--- config.mk ---
export PLATFORM = sky130hd
export DESIGN_NAME = fifo_rd_packer
export DESIGN_NICKNAME = d
export VERILOG_FILES = /design/src/rtl/fifo_rd_packer_pkg.sv /design/src/rtl/fifo_rd_packer.sv
export SDC_FILE = /design/constraint.sdc
export NUM_CORES = 1
export LEC_CHECK = 0
export CAP_MARGIN = 10
export CORE_MARGIN = 4
export CORE_UTILIZATION = 50
export DETAILED_ROUTE_END_ITERATION = 6
export PLACE_DENSITY = 0.76
export SYNTH_ARGS = -nofsm -noshare
export SYNTH_HDL_FRONTEND = slang
export SYNTH_SLANG_ARGS = --single-unit
--- constraint.sdc ---
create_clock -name clk -period 3.6 [get_ports clk]
set_clock_uncertainty 0.1 [all_clocks]
set_input_delay 0.54 -clock clk [delete_from_list [all_inputs] [get_ports clk]]
set_output_delay 0.54 -clock clk [all_outputs]
set_load 0.01 [all_outputs]
--- src/rtl/fifo_rd_packer_pkg.sv ---
// Shared definitions for the FIFO read-side packer: state encodings and the
// lane keep-mask helper (also intended for a future write-side unpacker).
package fifo_rd_packer_pkg;

  typedef enum logic [1:0] {
    ST_RUN        = 2'd0,
    ST_FLUSH_WAIT = 2'd1,
    ST_FLUSH_EMIT = 2'd2
  } state_e;

  localparam int unsigned KEEP_MAX = 32;

  // Mask with the low n bits set; saturates at KEEP_MAX lanes.
  function automatic logic [KEEP_MAX-1:0] keep_mask(input int unsigned n);
    if (n >= KEEP_MAX) begin
      keep_mask = '1;
    end else begin
      keep_mask = (KEEP_MAX'(1) << n) - KEEP_MAX'(1);
    end
  endfunction

endpackage

--- src/rtl/fifo_rd_packer.sv ---
// Pops narrow words from the async FIFO read port (1-cycle read latency) and
// packs `pack` of them, oldest in lane 0, into one wide valid/ready output word.
module fifo_rd_packer
  import fifo_rd_packer_pkg::*;
#(
  parameter int data_width = 8,
  parameter int pack       = 4
) (
  input  logic                       clk,
  input  logic                       rst,
  input  logic                       fifo_empty,
  output logic                       fifo_rd,
  input  logic [data_width-1:0]      fifo_rd_data,
  input  logic                       flush,
  output logic                       flush_done,
  output logic                       out_valid,
  input  logic                       out_ready,
  output logic [pack*data_width-1:0] out_data,
  output logic [pack-1:0]            out_keep,
  output logic [1:0]                 dbg_state
);

  localparam int CW = $clog2(pack + 1);
  localparam logic [CW-1:0] CNT_FULL = CW'(pack);

  state_e                    state_q, state_d;
  logic [CW-1:0]             cnt_q, cnt_d;
  logic                      pend_q, pend_d;
  logic [data_width-1:0]     acc_q [pack];
  logic [data_width-1:0]     acc_d [pack];
  logic [pack*data_width-1:0] out_data_q, out_data_d;
  logic [pack-1:0]           out_keep_q, out_keep_d;
  logic                      out_valid_q, out_valid_d;
  logic                      flush_done_q, flush_done_d;

  logic                      out_free;
  logic                      xfer;
  logic                      issue_room;
  logic [CW-1:0]             cnt_base;
  logic [pack*data_width-1:0] full_data;
  logic [pack*data_width-1:0] part_data;

  // Output handshake: a word moves when out_valid && out_ready; while
  // out_valid && !out_ready the output register (data, keep, valid) holds.
  always_comb begin
    out_free   = !out_valid_q || out_ready;
    xfer       = (cnt_q == CNT_FULL) && out_free && (state_q != ST_FLUSH_EMIT);
    issue_room = ({1'b0, cnt_q} + (CW + 1)'(pend_q)) < {1'b0, CNT_FULL};
    // rst gate matters: the FIFO reports not-empty while it is in reset.
    fifo_rd    = !rst && !fifo_empty && (state_q == ST_RUN) && (issue_room || xfer);
    cnt_base   = xfer ? '0 : cnt_q;

    full_data = '0;
    part_data = '0;
    for (int i = 0; i < pack; i++) begin
      full_data[i*data_width +: data_width] = acc_q[i];
      part_data[i*data_width +: data_width] = (CW'(i) < cnt_q) ? acc_q[i] : '0;
    end
  end

  always_comb begin
    state_d      = state_q;
    cnt_d        = cnt_base;
    pend_d       = fifo_rd;
    acc_d        = acc_q;
    out_data_d   = out_data_q;
    out_keep_d   = out_keep_q;
    out_valid_d  = out_valid_q && !out_ready;
    flush_done_d = 1'b0;

    if (xfer) begin
      out_data_d  = full_data;
      out_keep_d  = '1;
      out_valid_d = 1'b1;
    end

    // The word popped last cycle lands in the next free lane, which restarts
    // at lane 0 when the full word leaves in this same cycle.
    if (pend_q) begin
      for (int i = 0; i < pack; i++) begin
        if (cnt_base == CW'(i)) begin
          acc_d[i] = fifo_rd_data;
        end
      end
      cnt_d = cnt_base + CW'(1);
    end

    case (state_q)
      ST_RUN: begin
        if (flush) begin
          state_d = ST_FLUSH_WAIT;
        end
      end
      ST_FLUSH_WAIT: begin
        if (!pend_q) begin
          if (cnt_base == '0) begin
            flush_done_d = 1'b1;
            state_d      = ST_RUN;
          end else begin
            state_d = ST_FLUSH_EMIT;
          end
        end
      end
      ST_FLUSH_EMIT: begin
        if (out_free) begin
          out_data_d   = part_data;
          out_keep_d   = pack'(keep_mask(32'(cnt_q)));
          out_valid_d  = 1'b1;
          cnt_d        = '0;
          flush_done_d = 1'b1;
          state_d      = ST_RUN;
        end
      end
      default: begin
        state_d = ST_RUN;
      end
    endcase
  end

  always_ff @(posedge clk) begin
    if (rst) begin
      state_q      <= ST_RUN;
      cnt_q        <= '0;
      pend_q       <= 1'b0;
      out_data_q   <= '0;
      out_keep_q   <= '0;
      out_valid_q  <= 1'b0;
      flush_done_q <= 1'b0;
      for (int i = 0; i < pack; i++) begin
        acc_q[i] <= '0;
      end
    end else begin
      state_q      <= state_d;
      cnt_q        <= cnt_d;
      pend_q       <= pend_d;
      out_data_q   <= out_data_d;
      out_keep_q   <= out_keep_d;
      out_valid_q  <= out_valid_d;
      flush_done_q <= flush_done_d;
      for (int i = 0; i < pack; i++) begin
        acc_q[i] <= acc_d[i];
      end
    end
  end

  assign out_data   = out_data_q;
  assign out_keep   = out_keep_q;
  assign out_valid  = out_valid_q;
  assign flush_done = flush_done_q;
  assign dbg_state  = state_q;

endmodule
==> flow_metrics.tcl <==
set metrics [dict create \
    run_status "complete, no violations" \
    syn_nets 326 \
    top_layer "met4" \
    hpwlAfterDp_microns 4920 \
    crit_type "reg -> out" \
    clock-sinks 76 \
    worstHoldEndpoint "acc_q[3]" \
    first_pass_iters 4 \
    synth_commonest_cells "dfxtp_1, nor2_1, mux2i_1, a32o_1, a21oi_1" \
    r2r_cells 8 \
    fmax_mhz 331 \
    ant_nets 0 \
    slew-limit-headroom 0.511 \
    synthCells 304 \
    ctsResizeCount 0 \
    end_kind "output port" \
    wl_met1_microns 3340 \
    tritoncts "yes" \
    synthTopCellsByArea "dfxtp_1, mux2i_1, a32o_1, nor2_1, ha_1" \
    worstPathRequired_ps 2960 \
    path_max_fanout 12 \
    r2r-start "dbg_state[0]" \
    insertion_delay_ps 340 \
    fin_nets 371 \
    power_density_nw_per_um2 460 \
    synth.most_common_cell "dfxtp_1" \
    clk_path_buf_depth 2 \
    worst_slew_pin_slew_ps 733 \
    synthFlopType "dfxtp_1" \
    drive_above_1_share 0.0904 \
    ys_ff_latch 76 \
    cts.reportedPaths.clkPinSlew_ps 80 \
    cp-start-kind "register" \
    grt_pass1_wl_microns 11900 \
    grt_overflow 0 \
    grt_max_degree 31 \
    num_vias 2455 \
    syn_to_final_growth_pct 24.2 \
    finalSetupViolCount 0 \
    yosysSeqAreaShare 0.480 \
    row_count 28 \
    synth_warnings 0 \
    fin_crit_ps 3020 \
    cts.htree.levels 3 \
    clockRootBuffer "clkbuf_8" \
    antenna_found_initial 0 \
    die_y_microns 87.6 \
    hold_class "reg -> reg" \
    cap_viol_max_count 0 \
    cts_made_buffers 9 \
    ys_types 46 \
    grt_pass1_vias 2344 \
    die-area_sq_um 7680 \
    wl_met2_microns 3430 \
    min-delay-start "acc_q[3]" \
    core_area_sq_um 6030 \
    port_buffers 53 \
    synth_edf_count 0 \
    die_w_microns 87.6 \
    n_antenna_cell 0 \
    start_util 0.526 \
    wl_met3_microns 471 \
    yosysTopAreaCell "dfxtp_1" \
    drt_iter0_markers 190 \
    post_cts_buffers 0 \
    rr_endpoint "acc_q[0]" \
    fin_tns_setup_ps 0 \
    syn_area_sq_um 3170 \
    arrival_ps 2380 \
    wl_per_cell_microns 17.1 \
    drt-total-wl_microns 7350 \
    worstHoldPathCells 2 \
    io_pins 54 \
    rrSetupSlack_ps 1120 \
    vdd_drop_max_uv 292 \
    fin_crit_sh 0.838 \
    gp_congestion 0.780 \
    rsz0062_at_grt "false" \
    syn_avg_cell_area_sq_um 10.4 \
    power.leakage_nw 1.70 \
    hold_viol_final 0 \
    yosysTopAreaCellShare 0.480 \
    async_flop_share 0 \
    slew_violations 0 \
    cts-hold-fix-buffers 0 \
    vias_per_cell 5.72 \
    route.detailed.drc 0 \
    grt_usage 0.202 \
    holdWs_ps 359 \
]
how the worst max path moves through the flow:
stage	to	startpoint	slack [ps]
after global routing	fifo_rd	dbg_state[0]	450
after floorplan	acc_q[0]	dbg_state[0]	1270
final	fifo_rd	dbg_state[0]	580
after CTS	fifo_rd	dbg_state[0]	570
after global placement	fifo_rd	out_ready	670
after detailed placement	fifo_rd	out_ready	660
metal layers:
layer,up-vias,global-route usage
met2,79,0.323
met4,0,0.0711
met3,12,0.0405
li1,1186,-
met5,-,0
met1,1178,0.273
cells by family after synthesis:
| family | after synthesis | share of synthesized area |
|---|---|---|
| xor gates and xnor gates | 2 | 0.00553 |
| AOI/OAI and AO/OA | 65 | 0.187 |
| adders and majority gates | 9 | 0.0355 |
| muxes | 27 | 0.0857 |
| and+or+nand+nor | 94 | 0.154 |
| buffers and inverters | 31 | 0.0525 |
| DFF | 76 | 0.480 |
worst max-delay path, stage by stage, from the launching register on:
cell and delay [ps]:
dfxtp_1 380, inv_1 80, ha_1 340, o41ai_2 380
buf_4 180, o311a_1 150, clkdlybuf4s50_1 530
state kept, by name, indices dropped and copies added (netlist names):
register    flops
acc_q          32
cnt_q           3
dbg_state       2
flush_done      1
out_data       32
out_keep        4
out_valid       1
pend_q          1
power by group:
| group | switching (W) | internal, W |
|---|---|---|
| Combinational | 0.0000844 | 0.0000713 |
| Sequential | 0.0000239 | 0.000858 |
| Clock | 0.000312 | 0.000459 |
| Total | 0.000421 | 0.00139 |
cells in the final DEF, fill, tap and decap left out, types with 3 or more instances in the layout:
| cell | count |
|---|---|
| nor2b_1 | 3 |
| nor2_1 | 33 |
| nor3b_1 | 5 |
| dfxtp_1 | 76 |
| a32o_1 | 16 |
| a211o_1 | 8 |
| clkbuf_8 | 9 |
| and2_1 | 9 |
| clkinv_2 | 3 |
| bufinv_16 | 3 |
| nand3_1 | 8 |
| nor3_1 | 5 |
| and3b_1 | 3 |
| a21oi_1 | 13 |
| and3_1 | 10 |
| a22o_1 | 6 |
| inv_1 | 7 |
| clkdlybuf4s50_1 | 53 |
| buf_4 | 5 |
| mux2i_1 | 26 |
| nand2_1 | 12 |
| ha_1 | 9 |
layout make-up:
cell class              count  area (sq um)
fillers                   493          2090
flip-flops and latches     76          1520
multi-input cells         197          1490
repair buffers             58           568
clock buffers               9           124
clock inverters             7           114
well taps                  75          93.8
inverters                   7          26.3
per-stage QoR:
step	power [W]	cell area, sq um	worst slack (ps)	cells	utilization
final	0.00181	3940	583	429	0.653
after global routing	0.00188	3940	455	429	0.653
after CTS	0.00182	3940	570	429	0.653
after detailed placement	0.00106	3700	661	413	0.614
after global placement	0.00105	3700	668	413	0.614
after floorplan	0.00100	3170	1270	304	-
Power figures use the tool's default switching activity.
